### src/rtl/ipv4_rx_decoder_pkg.sv
// Shared definitions for the IPv4 receive path: FSM states, error codes and header layout.
package ipv4_pkg;

    typedef enum logic [1:0] {
        ST_IDLE,
        ST_HDR,
        ST_PAYLOAD,
        ST_DONE
    } state_t;

    localparam logic [2:0] ERR_NONE    = 3'd0;
    localparam logic [2:0] ERR_VER_IHL = 3'd1;
    localparam logic [2:0] ERR_CSUM    = 3'd2;
    localparam logic [2:0] ERR_PROTO   = 3'd3;
    localparam logic [2:0] ERR_FRAG    = 3'd4;
    localparam logic [2:0] ERR_LEN     = 3'd5;

    localparam logic [3:0] IPV4_VERSION = 4'd4;
    localparam logic [3:0] IHL_MIN      = 4'd5;
    localparam logic [7:0] PROTO_UDP    = 8'd17;

    localparam logic [3:0] HDR_W_FRAG  = 4'd1;
    localparam logic [3:0] HDR_W_PROTO = 4'd2;
    localparam logic [3:0] HDR_W_SRC   = 4'd3;
    localparam logic [3:0] HDR_W_DST   = 4'd4;

    // Keeps the rem valid high bytes of a final word; rem==0 means the word is full.
    function automatic logic [31:0] tail_mask(input logic [1:0] rem);
        logic [31:0] m;
        case (rem)
            2'd1:    m = 32'hFF00_0000;
            2'd2:    m = 32'hFFFF_0000;
            2'd3:    m = 32'hFFFF_FF00;
            default: m = 32'hFFFF_FFFF;
        endcase
        return m;
    endfunction

endpackage

### src/rtl/ipv4_rx_decoder_csum.sv
// Ones'-complement 16-bit accumulator over 32-bit words; sum includes the word presented this cycle.
module ip_csum16_acc (
    input  logic        clk,
    input  logic        reset,
    input  logic        clear,
    input  logic        add,
    input  logic [31:0] word,
    output logic [15:0] sum
);

    logic [15:0] acc;
    logic [15:0] base;
    logic [17:0] raw;
    logic [16:0] fold1;
    logic [15:0] folded;

    // Two folds suffice: the first leaves at most one carry, the second cannot carry again.
    always_comb begin
        base   = clear ? '0 : acc;
        raw    = {2'b00, base} + {2'b00, word[31:16]} + {2'b00, word[15:0]};
        fold1  = {1'b0, raw[15:0]} + {15'd0, raw[17:16]};
        folded = fold1[15:0] + {15'd0, fold1[16]};
        sum    = add ? folded : base;
    end

    always_ff @(posedge clk) begin
        if (reset) begin
            acc <= '0;
        end else if (add || clear) begin
            acc <= sum;
        end
    end

endmodule

### src/rtl/ipv4_rx_decoder.sv
// IPv4 receive decoder: validates the header of a word stream and forwards UDP payload words.
module ipv4_rx_decoder
    import ipv4_pkg::*;
#(
    parameter logic       CHECK_HDR_CSUM = 1'b1,
    parameter logic       DROP_FRAGMENTS = 1'b1,
    parameter logic [7:0] PROTO_ACCEPT   = PROTO_UDP
) (
    input  logic        clk,
    input  logic        reset,
    input  logic [31:0] data_in,
    input  logic        start_in,
    output logic [31:0] src_ip,
    output logic [31:0] dest_ip,
    output logic [15:0] len_udp,
    output logic [31:0] data_out,
    output logic        start_out,
    output logic        valid_out,
    output logic        last_out,
    output logic        ok,
    output logic        fin,
    output logic [2:0]  err_code
);

    state_t      state;
    logic [3:0]  ihl;
    logic [3:0]  hdr_idx;
    logic [15:0] total_len;
    logic [31:0] src_sh;
    logic [31:0] dest_sh;
    logic        frag_bad;
    logic        proto_bad;
    logic [13:0] words_left;
    logic        first_pay;

    logic [15:0] csum_now;
    logic [15:0] hdr_bytes;
    logic [15:0] udp_len;
    logic [13:0] pay_words;
    logic        word0_bad;
    logic        last_hdr;
    logic        csum_bad;
    logic        len_bad;
    logic [2:0]  hdr_err;

    ip_csum16_acc u_csum (
        .clk   (clk),
        .reset (reset),
        .clear (start_in),
        .add   (start_in || (state == ST_HDR)),
        .word  (data_in),
        .sum   (csum_now)
    );

    always_comb begin
        hdr_bytes = {10'd0, ihl, 2'b00};
        udp_len   = total_len - hdr_bytes;
        pay_words = 14'((udp_len + 16'd3) >> 2);
        word0_bad = (data_in[31:28] != IPV4_VERSION) || (data_in[27:24] < IHL_MIN);
        last_hdr  = (state == ST_HDR) && (hdr_idx == ihl - 4'd1);
        csum_bad  = CHECK_HDR_CSUM && (csum_now != 16'hFFFF);
        len_bad   = total_len < (hdr_bytes + 16'd8);
        // Frag and protocol words always precede the last header word, so their flags are settled here.
        if (csum_bad)       hdr_err = ERR_CSUM;
        else if (proto_bad) hdr_err = ERR_PROTO;
        else if (frag_bad)  hdr_err = ERR_FRAG;
        else if (len_bad)   hdr_err = ERR_LEN;
        else                hdr_err = ERR_NONE;
    end

    always_ff @(posedge clk) begin
        if (reset) begin
            state      <= ST_IDLE;
            ihl        <= '0;
            hdr_idx    <= '0;
            total_len  <= '0;
            src_sh     <= '0;
            dest_sh    <= '0;
            frag_bad   <= 1'b0;
            proto_bad  <= 1'b0;
            words_left <= '0;
            first_pay  <= 1'b0;
            src_ip     <= '0;
            dest_ip    <= '0;
            len_udp    <= '0;
            data_out   <= '0;
            start_out  <= 1'b0;
            valid_out  <= 1'b0;
            last_out   <= 1'b0;
            ok         <= 1'b0;
            fin        <= 1'b0;
            err_code   <= ERR_NONE;
        end else begin
            start_out <= 1'b0;
            valid_out <= 1'b0;
            last_out  <= 1'b0;
            ok        <= 1'b0;
            fin       <= 1'b0;
            err_code  <= ERR_NONE;
            data_out  <= '0;
            // A start word always wins: any packet in flight is abandoned without fin.
            if (start_in) begin
                ihl       <= data_in[27:24];
                total_len <= data_in[15:0];
                hdr_idx   <= 4'd1;
                frag_bad  <= 1'b0;
                proto_bad <= 1'b0;
                if (word0_bad) begin
                    fin      <= 1'b1;
                    err_code <= ERR_VER_IHL;
                    state    <= ST_DONE;
                end else begin
                    state <= ST_HDR;
                end
            end else begin
                unique case (state)
                    ST_IDLE: ;
                    ST_HDR: begin
                        hdr_idx <= hdr_idx + 4'd1;
                        if (hdr_idx == HDR_W_FRAG)
                            frag_bad <= DROP_FRAGMENTS && (data_in[13] || (data_in[12:0] != '0));
                        if (hdr_idx == HDR_W_PROTO) proto_bad <= (data_in[23:16] != PROTO_ACCEPT);
                        if (hdr_idx == HDR_W_SRC)   src_sh    <= data_in;
                        if (hdr_idx == HDR_W_DST)   dest_sh   <= data_in;
                        if (last_hdr) begin
                            if (hdr_err != ERR_NONE) begin
                                fin      <= 1'b1;
                                err_code <= hdr_err;
                                state    <= ST_DONE;
                            end else begin
                                src_ip     <= src_sh;
                                dest_ip    <= (hdr_idx == HDR_W_DST) ? data_in : dest_sh;
                                len_udp    <= udp_len;
                                words_left <= pay_words;
                                first_pay  <= 1'b1;
                                state      <= ST_PAYLOAD;
                            end
                        end
                    end
                    ST_PAYLOAD: begin
                        valid_out  <= 1'b1;
                        start_out  <= first_pay;
                        first_pay  <= 1'b0;
                        words_left <= words_left - 14'd1;
                        if (words_left == 14'd1) begin
                            data_out <= data_in & tail_mask(len_udp[1:0]);
                            last_out <= 1'b1;
                            fin      <= 1'b1;
                            ok       <= 1'b1;
                            state    <= ST_DONE;
                        end else begin
                            data_out <= data_in;
                        end
                    end
                    ST_DONE: state <= ST_IDLE;
                endcase
            end
        end
    end

endmodule

### config.mk
export PLATFORM = sky130hd
export DESIGN_NAME = ipv4_rx_decoder
export DESIGN_NICKNAME = d
export VERILOG_FILES = /design/src/rtl/ipv4_rx_decoder_pkg.sv /design/src/rtl/ipv4_rx_decoder_csum.sv /design/src/rtl/ipv4_rx_decoder.sv
export SDC_FILE = /design/constraint.sdc
export NUM_CORES = 1
export LEC_CHECK = 0
export ABC_AREA = 1
export CAP_MARGIN = 0
export CORE_MARGIN = 2
export CORE_UTILIZATION = 57
export CTS_CLUSTER_SIZE = 16
export DETAILED_ROUTE_END_ITERATION = 10
export HOLD_SLACK_MARGIN = 0.15
export PLACE_DENSITY_LB_ADDON = 0.3
export SLEW_MARGIN = 20
export SYNTH_ARGS = -nofsm -noshare
export SYNTH_HDL_FRONTEND = slang
export SYNTH_SLANG_ARGS = --single-unit
### constraint.sdc
create_clock -name clk -period 22.9 [get_ports clk]
set_clock_uncertainty 0.1 [all_clocks]
set_input_delay 2.29 -clock clk [delete_from_list [all_inputs] [get_ports clk]]
set_output_delay 2.29 -clock clk [all_outputs]
set_load 0.005 [all_outputs]
==> reports/results.tsv <==
stage	metric	value	unit
setup_path	end_kind	flop	
global_route	grt_pass1_vias	11600	
logic_synthesis	synth-seq-cells	242	
logic_synthesis	ys_top_cells_by_area	dfxtp_1 38%, inv_1 10%, nand2_1 8.4%, a21oi_1 8.3%, nor2_1 6.5%	
logic_synthesis	yosysMostFrequentCell	inv_1	
power_and_ir_drop	power_per_cell_area	88.9	nW/um^2
logic_synthesis	synth_ff_type	dfxtp_1	
route	first_iter_violations	1123	
logic_synthesis	synth_edf_count	0	
power_and_ir_drop	leakagePower	7.14	nW
floorplan	die-area	23700	sq um
route	vias	12800	
setup_path	startpoint_type	input pin	
power_and_ir_drop	power.total	1.37	mW
global_route	grt_max_degree	137	
logic_synthesis	syn_nets	2010	
place	hpwl	26.3	mm
setup_path	regToRegStartpoint	u_csum.acc[2]	
cts	hold_buffers	0	
logic_synthesis	synth_largest_area_cell	dfxtp_1	
cells_and_area	fin_util	0.701	
global_route	track_usage	0.302	
cts	max-clock-path-buffers	3	
setup_path	cp_slowest_cell	buf_4	
logic_synthesis	syn_inst	1912	
logic_synthesis	syn_area_per_cell	6.72	sq um
timing	setup_ws	11.23	ns
setup_path	critPathArrivalTime	12.02	ns
place	post-place-ws	10.85	ns
cells_and_area	area_delta_synth_final	19.8	%
setup_path	crit_fanout	100	
logic_synthesis	yosysWarningCount	0	
floorplan	core	22000	sq um
setup_path	worstSetupPathType	input pin to flop	
cells_and_area	final_nets	2123	
logic_synthesis	synthArstFlopShare	0	
timing	tightestPinTransition	0.952	ns
cts	cts_resized	0	
floorplan	design.portCount	155	
place	port_buffers	154	
setup_path	cpPeakStageDelay	0.84	ns
logic_synthesis	synth_top_area_frac	0.377	
timing	fmax	0.0857	GHz
setup_path	crit_start	start_in	
route	drt-vias-per-instance	5.51	
logic_synthesis	synth_common_cells	342 x inv_1, 289 x nand2_1, 242 x dfxtp_1	
timing	period_needed	11.67	ns
route	wl_per_cell	15.9	microns
route	drt_pre_antenna_iters	5	
place	globalplace.congestion	0.949	
route	routed_wl	36.9	mm
global_route	gr-total-overflow	0	
place	placedCellCount	2278	
cts	postCtsSetupBuffers	0	
global_route	grt_antenna_before_repair	0	
cts	cts-root-buf	clkbuf_16	
timing	slew_violations	0	
route	antenna_left	0	
cells_and_area	stdcell_count	2323	
timing	setup_viol	0	
floorplan	dieWidth	154	microns
outcome	status	complete, no violations	
cts	clock_sink_count	242	
cts	clk_latency	0.54	ns
cts	cts_tree	built	
cells_and_area	insertedDiodeCount	0	
cells_and_area	n_fill_cell	1803	
timing	rsz0062_at_grt	no	
cts	htreeDepth	1	
timing	min_period_over_period	0.510	
job	drv_cap	0	
setup_path	required	23.25	ns
timing	tns	0	ns
route	drcViolationCount	0	
hold_path	hold_start	dest_ip[19]	
logic_synthesis	synth_cell_type_count	42	
global_route	grt_pass1_wl	58.6	mm
timing	slew_headroom	0.366	
cts	cts_inserted_buffers	25	
timing	hold_violations	0	
cells_and_area	drive_above_1_share	0.0396	
floorplan	start_util	0.585	
logic_synthesis	syn_area	12800	sq um
logic_synthesis	yosysSeqAreaShare	0.377	
cts	clk_pin_slew	0.06	ns
floorplan	placementRows	54	
floorplan	fp.dieH	154	microns
setup_path	path_common_cell	nand2_1	
hold_path	hp-class	flop to flop	
power_and_ir_drop	peakVddDrop	0.0612	mV
-- layout make-up --
type	instances	area [sq um]	share of cell area
clock buffers	32	702	0.0456
clock inverters	13	191	0.0124
inverters	353	1330	0.0862
multi-input cells	1240	6360	0.413
flip-flops and latches	242	4840	0.315
well taps	280	350	0.0228
repair buffers	163	1610	0.105
-- registers in the layout, summed over array words and instances (netlist names), 2 cells and up --
name / flops
data_out: 32
dest_ip: 32
dest_sh: 32
err_code: 3
hdr_idx: 4
ihl: 4
len_udp: 16
src_ip: 32
src_sh: 32
state: 2
total_len: 16
u_csum.acc: 16
words_left: 14
-- critical path: cells and delay by family --
| kind | cells | cell delay (ns) |
|---|---|---|
| compound gates | 14 | 2.05 |
| buf+inv | 10 | 2.77 |
| simple gates | 32 | 3.14 |
| xor+xnor | 2 | 0.30 |
| fa+ha+maj | 6 | 1.34 |
-- worst paths after layout --
path                               endpoint  slack, ns  cells past startpoint
worst min register to register  dest_ip[19]       0.34                      2
worst max-delay path             dest_ip[8]      11.23                     64
worst max register to register   dest_ip[8]      13.91                     61
worst min-delay path            dest_ip[19]       0.34                      2
-- metrics by stage --
step                      hold WS [ns]  cell area (sq um)
after global placement           0.333              14500
final                            0.342              15400
after CTS                        0.346              15400
after floorplan                  0.308              12800
after global routing             0.367              15400
after detailed placement         0.337              14500
-- where the power goes --
group / switching [mW] / total [mW] / internal (mW)
clock network: 0.174 / 0.438 / 0.263
logic: 0.324 / 0.473 / 0.149
registers: 0.0128 / 0.456 / 0.443
-- placed cells by master, fill, tap and decap left out, types with 8 or more instances in the layout --
| cell | n |
|---|---|
| nor3_1 | 16 |
| inv_1 | 342 |
| nand3_1 | 117 |
| nor2_1 | 222 |
| clkbuf_16 | 25 |
| xnor2_1 | 10 |
| ha_1 | 58 |
| dfxtp_1 | 242 |
| o21ai_0 | 145 |
| nand2_1 | 289 |
| o21ai_1 | 71 |
| clkdlybuf4s50_1 | 153 |
| inv_2 | 8 |
| xor2_1 | 24 |
| nand4_1 | 14 |
| a21oi_1 | 214 |
| a31oi_1 | 9 |
| buf_4 | 8 |
-- metal layers --
metal | vias up | GRT usage | part of all wire
met5 | - | 0 | 0
met4 | 0 | 0.122 | 0.039
met3 | 88 | 0.0366 | 0.082
met2 | 579 | 0.488 | 0.44
met1 | 5822 | 0.413 | 0.44
li1 | 6312 | - | -
-- cell families (layout without fill, tap and decap cells) --
family / after synthesis / after routing / synth area share
simple gates: 691 / 691 / 0.226
xor+xnor: 34 / 34 / 0.0232
buf+inv: 430 / 561 / 0.129
flops: 242 / 242 / 0.377
fa+ha+maj: 63 / 63 / 0.0643
compound gates: 452 / 452 / 0.180
(Power assumes the default switching activity.)
